## src/rtl/md_issue_ctrl_if.sv

```systemverilog
// Handshake bundle for md_issue_ctrl. It covers the execute-stage request,
// the multdiv start/result signals and the writeback beat.
interface md_issue_ctrl_if;
   logic        start_mult;
   logic        start_div;
   logic [31:0] operand_a;
   logic [31:0] operand_b;
   logic [4:0]  dest_reg;
   logic [31:0] md_result;
   logic        md_exception;
   logic        md_ready;
   logic        ctrl_MULT;
   logic        ctrl_DIV;
   logic [31:0] md_operand_a;
   logic [31:0] md_operand_b;
   logic        stall;
   logic        wb_valid;
   logic [4:0]  wb_reg;
   logic [31:0] wb_data;
   logic        wb_exception;

   // Environment side: the execute stage and the multdiv unit.
   modport master (
      output start_mult, start_div, operand_a, operand_b, dest_reg,
      output md_result, md_exception, md_ready,
      input  ctrl_MULT, ctrl_DIV, md_operand_a, md_operand_b,
      input  stall, wb_valid, wb_reg, wb_data, wb_exception
   );

   // Controller side.
   modport slave (
      input  start_mult, start_div, operand_a, operand_b, dest_reg,
      input  md_result, md_exception, md_ready,
      output ctrl_MULT, ctrl_DIV, md_operand_a, md_operand_b,
      output stall, wb_valid, wb_reg, wb_data, wb_exception
   );
endinterface

```

## src/rtl/md_issue_ctrl.sv

```systemverilog
// Issue controller for the multdiv unit. It stalls execute, pulses ctrl_MULT/ctrl_DIV,
// waits for a non-stale ready or a timeout, then emits one writeback beat.
module md_issue_ctrl #(
   parameter int TIMEOUT       = 40,
   parameter int RSTATUS_REG   = 30,
   parameter int MULT_EXC_CODE = 4,
   parameter int DIV_EXC_CODE  = 5
) (
   input logic            clock,
   input logic            reset,
   md_issue_ctrl_if.slave bus
);

   typedef enum logic [1:0] {
      ST_IDLE  = 2'd0,
      ST_PULSE = 2'd1,
      ST_WAIT  = 2'd2,
      ST_DONE  = 2'd3
   } state_t;

   localparam logic [5:0] TIMEOUT_CNT = (TIMEOUT > 63) ? 6'd63 : 6'(TIMEOUT);

   state_t      state_q, state_d;
   logic        is_mult_q, is_mult_d;
   logic [31:0] op_a_q, op_a_d;
   logic [31:0] op_b_q, op_b_d;
   logic [4:0]  dest_q, dest_d;
   logic [31:0] result_q, result_d;
   logic        exc_q, exc_d;
   logic [5:0]  cnt_q, cnt_d;
   logic        guard_q, guard_d;
   logic        ctrl_mult_q, ctrl_mult_d;
   logic        ctrl_div_q, ctrl_div_d;

   logic        start_any;
   logic [5:0]  cnt_inc;

   assign start_any = bus.start_mult | bus.start_div;
   assign cnt_inc   = (cnt_q == 6'h3F) ? cnt_q : cnt_q + 6'd1;

   always_ff @(posedge clock or posedge reset) begin
      if (reset) begin
         state_q     <= ST_IDLE;
         is_mult_q   <= 1'b0;
         op_a_q      <= '0;
         op_b_q      <= '0;
         dest_q      <= '0;
         result_q    <= '0;
         exc_q       <= 1'b0;
         cnt_q       <= '0;
         guard_q     <= 1'b0;
         ctrl_mult_q <= 1'b0;
         ctrl_div_q  <= 1'b0;
      end else begin
         state_q     <= state_d;
         is_mult_q   <= is_mult_d;
         op_a_q      <= op_a_d;
         op_b_q      <= op_b_d;
         dest_q      <= dest_d;
         result_q    <= result_d;
         exc_q       <= exc_d;
         cnt_q       <= cnt_d;
         guard_q     <= guard_d;
         ctrl_mult_q <= ctrl_mult_d;
         ctrl_div_q  <= ctrl_div_d;
      end
   end

   always_comb begin
      state_d     = state_q;
      is_mult_d   = is_mult_q;
      op_a_d      = op_a_q;
      op_b_d      = op_b_q;
      dest_d      = dest_q;
      result_d    = result_q;
      exc_d       = exc_q;
      cnt_d       = cnt_q;
      guard_d     = guard_q;
      ctrl_mult_d = 1'b0;
      ctrl_div_d  = 1'b0;

      case (state_q)
         ST_IDLE: begin
            if (start_any) begin
               // MULT has priority when both starts are raised together.
               is_mult_d   = bus.start_mult;
               op_a_d      = bus.operand_a;
               op_b_d      = bus.operand_b;
               dest_d      = bus.dest_reg;
               ctrl_mult_d = bus.start_mult;
               ctrl_div_d  = ~bus.start_mult;
               state_d     = ST_PULSE;
            end
         end
         ST_PULSE: begin
            cnt_d   = '0;
            guard_d = 1'b0;
            state_d = ST_WAIT;
         end
         ST_WAIT: begin
            guard_d = 1'b1;
            cnt_d   = cnt_inc;
            // The first WAIT cycle may still see ready from the previous operation.
            if (guard_q && bus.md_ready) begin
               result_d = bus.md_result;
               exc_d    = bus.md_exception;
               state_d  = ST_DONE;
            end else if (cnt_inc >= TIMEOUT_CNT) begin
               result_d = '0;
               exc_d    = 1'b1;
               state_d  = ST_DONE;
            end
         end
         ST_DONE: begin
            state_d = ST_IDLE;
         end
         default: begin
            state_d = ST_IDLE;
         end
      endcase
   end

   logic done;
   assign done = (state_q == ST_DONE);

   assign bus.ctrl_MULT    = ctrl_mult_q;
   assign bus.ctrl_DIV     = ctrl_div_q;
   assign bus.md_operand_a = op_a_q;
   assign bus.md_operand_b = op_b_q;
   // Combinational so the instruction is held on its very first cycle in execute.
   assign bus.stall        = ~reset & ((state_q == ST_PULSE) || (state_q == ST_WAIT) ||
                                       ((state_q == ST_IDLE) && start_any));
   assign bus.wb_valid     = done;
   assign bus.wb_exception = done & exc_q;
   assign bus.wb_reg       = !done ? 5'd0 : (exc_q ? 5'(RSTATUS_REG) : dest_q);
   assign bus.wb_data      = !done ? 32'd0 :
                             (exc_q ? (is_mult_q ? 32'(MULT_EXC_CODE) : 32'(DIV_EXC_CODE))
                                    : result_q);

endmodule

```

## src/flat_wrapper.sv

```systemverilog
// flat-port wrapper written by rule: the top's interface ports become plain ports
module md_issue_ctrl_flat 
#(
   parameter int TIMEOUT       = 40,
   parameter int RSTATUS_REG   = 30,
   parameter int MULT_EXC_CODE = 4,
   parameter int DIV_EXC_CODE  = 5
)
  (clock, reset, bus_start_mult, bus_start_div, bus_operand_a, bus_operand_b, bus_dest_reg, bus_md_result, bus_md_exception, bus_md_ready, bus_ctrl_MULT, bus_ctrl_DIV, bus_md_operand_a, bus_md_operand_b, bus_stall, bus_wb_valid, bus_wb_reg, bus_wb_data, bus_wb_exception);
  md_issue_ctrl_if bus_i ();
  input logic clock;
  input logic reset;
  input wire logic [$bits(bus_i.start_mult)-1:0] bus_start_mult;
  input wire logic [$bits(bus_i.start_div)-1:0] bus_start_div;
  input wire logic [$bits(bus_i.operand_a)-1:0] bus_operand_a;
  input wire logic [$bits(bus_i.operand_b)-1:0] bus_operand_b;
  input wire logic [$bits(bus_i.dest_reg)-1:0] bus_dest_reg;
  input wire logic [$bits(bus_i.md_result)-1:0] bus_md_result;
  input wire logic [$bits(bus_i.md_exception)-1:0] bus_md_exception;
  input wire logic [$bits(bus_i.md_ready)-1:0] bus_md_ready;
  output wire logic [$bits(bus_i.ctrl_MULT)-1:0] bus_ctrl_MULT;
  output wire logic [$bits(bus_i.ctrl_DIV)-1:0] bus_ctrl_DIV;
  output wire logic [$bits(bus_i.md_operand_a)-1:0] bus_md_operand_a;
  output wire logic [$bits(bus_i.md_operand_b)-1:0] bus_md_operand_b;
  output wire logic [$bits(bus_i.stall)-1:0] bus_stall;
  output wire logic [$bits(bus_i.wb_valid)-1:0] bus_wb_valid;
  output wire logic [$bits(bus_i.wb_reg)-1:0] bus_wb_reg;
  output wire logic [$bits(bus_i.wb_data)-1:0] bus_wb_data;
  output wire logic [$bits(bus_i.wb_exception)-1:0] bus_wb_exception;
  assign bus_i.start_mult = bus_start_mult;
  assign bus_i.start_div = bus_start_div;
  assign bus_i.operand_a = bus_operand_a;
  assign bus_i.operand_b = bus_operand_b;
  assign bus_i.dest_reg = bus_dest_reg;
  assign bus_i.md_result = bus_md_result;
  assign bus_i.md_exception = bus_md_exception;
  assign bus_i.md_ready = bus_md_ready;
  assign bus_ctrl_MULT = bus_i.ctrl_MULT;
  assign bus_ctrl_DIV = bus_i.ctrl_DIV;
  assign bus_md_operand_a = bus_i.md_operand_a;
  assign bus_md_operand_b = bus_i.md_operand_b;
  assign bus_stall = bus_i.stall;
  assign bus_wb_valid = bus_i.wb_valid;
  assign bus_wb_reg = bus_i.wb_reg;
  assign bus_wb_data = bus_i.wb_data;
  assign bus_wb_exception = bus_i.wb_exception;
  md_issue_ctrl #(.TIMEOUT(TIMEOUT), .RSTATUS_REG(RSTATUS_REG), .MULT_EXC_CODE(MULT_EXC_CODE), .DIV_EXC_CODE(DIV_EXC_CODE)) u_core (.clock(clock), .reset(reset), .bus(bus_i));
endmodule
```

## config.mk

```make
export PLATFORM = sky130hd
export DESIGN_NAME = md_issue_ctrl_flat
export DESIGN_NICKNAME = d
export VERILOG_FILES = /design/src/rtl/md_issue_ctrl_if.sv /design/src/rtl/md_issue_ctrl.sv /design/src/flat_wrapper.sv
export SDC_FILE = /design/constraint.sdc
export NUM_CORES = 1
export LEC_CHECK = 0
export CORE_MARGIN = 8
export CORE_UTILIZATION = 42
export CTS_CLUSTER_DIAMETER = 200
export DETAILED_ROUTE_END_ITERATION = 16
export GPL_ROUTABILITY_DRIVEN = 0
export GPL_TIMING_DRIVEN = 0
export PLACE_DENSITY_LB_ADDON = 0.05
export SLEW_MARGIN = 40
export SYNTH_ARGS = -nofsm -noshare
export SYNTH_HDL_FRONTEND = slang
export SYNTH_SLANG_ARGS = --single-unit
```

## constraint.sdc

```tcl
create_clock -name clock -period 4.34 [get_ports clock]
set_clock_uncertainty 0.2 [all_clocks]
set_input_delay 0.868 -clock clock [delete_from_list [all_inputs] [get_ports clock]]
set_output_delay 0.868 -clock clock [all_outputs]
set_load 0.05 [all_outputs]
```

==> metrics.md <==
| Metric | Value |
|---|---|
| Flop2flop setup slack | 2.10 ns |
| Area share of the largest cell type after synthesis | 58.7% |
| Syn Std Cell Area | 0.00486 sq mm |
| Largest area contributor in the netlist | dfrtp_1 |
| Peak supply drop | 0.000617 V |
| CP Max Fanout | 10 |
| Top_reg_cell synth | dfrtp_1 |
| Leakage | 3.29 nW |
| PD cells | 859 mW/mm^2 |
| Library cells used by synthesis | 34 |
| Most used cell, CP | clkdlybuf4s50_1 |
| Die ar. | 0.0153 sq mm |
| CTS resizes | 0 |
| Layout cells sized above 1 | 19.3% |
| Slew HR | 56.8% |
| Worst Hold End | u_core.is_mult_q |
| DRC Markers | 0 |
| Post-CTS Setup Bufs | 0 |
| Synth warn | 0 |
| Cell area after layout | 0.00775 sq mm |
| Post-Syn Nets | 515 |
| EDFF count, synth | 0 |
| Initial antenna violation count | 0 |
| Post-place instance area | 0.00719 sq mm |
| I/O pins | 213 |
| Clock Tree Buf Depth | 2 |
| Post-Synthesis Cells | 404 |
| Via/cell ratio | 4.88 |
| Most numerous cell in the Yosys netlist | dfrtp_1 |
| Cell family with most CP delay | buffers and inverters |
| Port bufs | 212 |
| Crit share post-route | 94.6% |
| Largest net degree at the start of global routing | 61 |
| Register area share after synthesis | 58.7% |
| CP required | 3.27 ns |
| Worst EP arrival | 3.04 ns |
| DR WL/cell | 17.6 um |
| Crit path max-delay cell type | clkdlybuf4s50_1 |
| CP peak stage delay | 0.72 ns |
| Synth top area cells | dfrtp_1, mux2_2, nand2_1, and2_1, a21oi_1 |
| Number of global-route vias before repair | 4049 |
| Diodes inserted | 0 |
| Starting Density | 42.7% |
| Synth Area per Inst | 12.0 sq um |
| Root Buffer | clkbuf_16 |
| Hold Worst Slack | 0.276 ns |
| Router iterations before antenna repair | 4 |
| WL final | 13900 um |
| CP Capture Type | primary output |
| GRT Resource Usage Total | 18.2% |
| Synth cell count leaders | dfrtp_1, nand2_1, mux2_2 |
| Detailed Route Iter0 Violations | 219 |
| Post-layout nets | 747 |
| Worst setup path category | primary input to primary output |
| Setup crit start kind | primary input |
| Sink Count | 114 |
| RSZ-0062 raised after global routing | false |
| Hold path start | u_core.is_mult_q |
| WHS Path Cells | 1 |
| Area grow syn2layout | 59.6% |
| Worst R2R Start | u_core.state_q[0] |
| Core area | 0.0114 sq mm |
| Detail Placement HPWL | 10600 um |
| Pins Over Slew Limit | 0 |
| CTS clk-pin slew, worst paths | 0.05 ns |
| DR vias | 3865 |
| Endpoints failing hold | 0 |
| Final ANT Viol Nets | 0 |
| First-pass GRT wire length | 21100 um |
| Max_cap viols | 0 |
| Critical path cell sequence | clkdlybuf4s50_1 > o21ai_1 > buf_2 > a21oi_1 > clkdlybuf4s50_1 |
| Number of cell rows | 39 |
| R2R depth | 8 |
| Gr ovfl total | 0 |
| Ys async rst share | 100% |
| Final setup viols | 0 |
| Tightest Hold Check Type | register to register |
| CTS HTree Levels | 4 |
| DIE HEIGHT | 124 um |
| Shortest period the worst path allows | 4.11 ns |
| Post-cts hold buffer count | 0 |
| Number of synthesized register bits | 114 |
| Outcome | completed |
| Clock tree from TritonCTS | yes |
| Fmax | 244 MHz |
| FF-to-FF End | u_core.result_q[11] |
| Worst slew pin tran | 0.644 ns |
| Clock buffer count from CTS | 17 |
| Bufs and invs on worst path | 3 |
| Worst skew pair latency | 0.41 ns |
| Die width | 124 um |
## layout make-up
type | count | area (sq um)
fill | 923 | 3620
sequential | 114 | 2850
timing repair buffer | 213 | 2150
multi-input combinational | 261 | 1860
clock buffer | 28 | 537
tap | 143 | 179
buffer | 24 | 124
inverter | 5 | 26.3
clock inverter | 4 | 20.0
## layout by cell type, fill, tap and decap left out, types with 4 or more instances in the layout
| cell type | Yosys | layout |
|---|---|---|
| clkdlybuf4s50_1 | 0 | 212 |
| dfrtp_1 | 114 | 114 |
| nand2_1 | 73 | 73 |
| mux2_2 | 70 | 70 |
| and2_1 | 33 | 33 |
| a21oi_1 | 32 | 32 |
| clkbuf_16 | 0 | 17 |
| clkbuf_1 | 12 | 16 |
| a21oi_2 | 10 | 10 |
| buf_2 | 9 | 9 |
| clkbuf_8 | 0 | 7 |
| o21a_1 | 5 | 5 |
| nand3_1 | 4 | 4 |
| nor2_1 | 4 | 4 |
| inv_1 | 5 | 4 |
| ha_1 | 4 | 4 |
| clkinv_2 | 0 | 4 |
## sequential cells by signal, summed over array words and instances, names as in the netlist
signal,cells
u_core.bus.md_operand_b,32
u_core.cnt_q,6
u_core.bus.md_operand_a,32
u_core.is_mult_q,1
u_core.guard_q,1
u_core.dest_q,5
u_core.exc_q,1
u_core.result_q,32
u_core.bus.ctrl_MULT,1
u_core.bus.ctrl_DIV,1
u_core.state_q,2
## metal layers
metal  up-vias  routed length [um]  share of wire [%]  track usage, %
li1       1841                   -                  -               -
met1      1856                5380                 39            19.9
met2       146                6800                 49            30.1
met3        22                1390                 10            8.45
met4         0                 336                2.4            7.75
met5         -                   0                  0               0
## worst max path at each step
stage	from	endpoint	cells after the start
after floorplan	reset	u_core.bus.ctrl_DIV	1
after detailed placement	bus_start_mult	bus_stall	5
after global placement	reset	u_core.bus.md_operand_a[11]	2
final	bus_start_mult	bus_stall	5
after CTS	bus_start_mult	bus_stall	5
after global routing	bus_start_mult	bus_stall	5
## worst reg2reg max path, delay by kind of cell, from the launching register on
kind / cells / cell delay (ns)
AO/OA/AOI/OAI: 1 / 0.13
adder cells (fa/ha/maj): 1 / 0.15
buffers and inverters: 4 / 0.97
flip-flops: 1 / 0.39
AND/OR/NAND/NOR: 2 / 0.32
## power breakdown
part | leakage, nW | switching [mW] | total, mW | internal [mW]
sequential | 1.38 | 0.240 | 1.81 | 1.57
combinational | 1.63 | 2.22 | 3.57 | 1.36
clock | 0.280 | 0.440 | 1.27 | 0.831
## stage by stage
stage | power (mW) | instances | setup slack [ns] | utilization, % | TNS (ns)
global placement | 5.35 | 759 | -1.43 | 62.9 | -162.25
finish | 6.66 | 792 | 0.235 | 68.2 | 0
floorplan | 4.21 | 404 | 0.256 | - | 0
detailed placement | 5.43 | 760 | 0.210 | 63.3 | 0
CTS | 6.73 | 792 | 0.194 | 68.2 | 0
global route | 6.99 | 792 | 0.0737 | 68.2 | 0
## cells by family (layout without fill, tap and decap cells)
| family | after synthesis | after routing | synth area share [%] |
|---|---|---|---|
| simple gates | 121 | 121 | 11.6 |
| flops | 114 | 114 | 58.7 |
| mux | 71 | 71 | 16.4 |
| compound gates | 65 | 65 | 9.20 |
| buf+inv | 29 | 274 | 2.94 |
| fa+ha+maj | 4 | 4 | 1.03 |
Power figures use the tool's default switching activity.
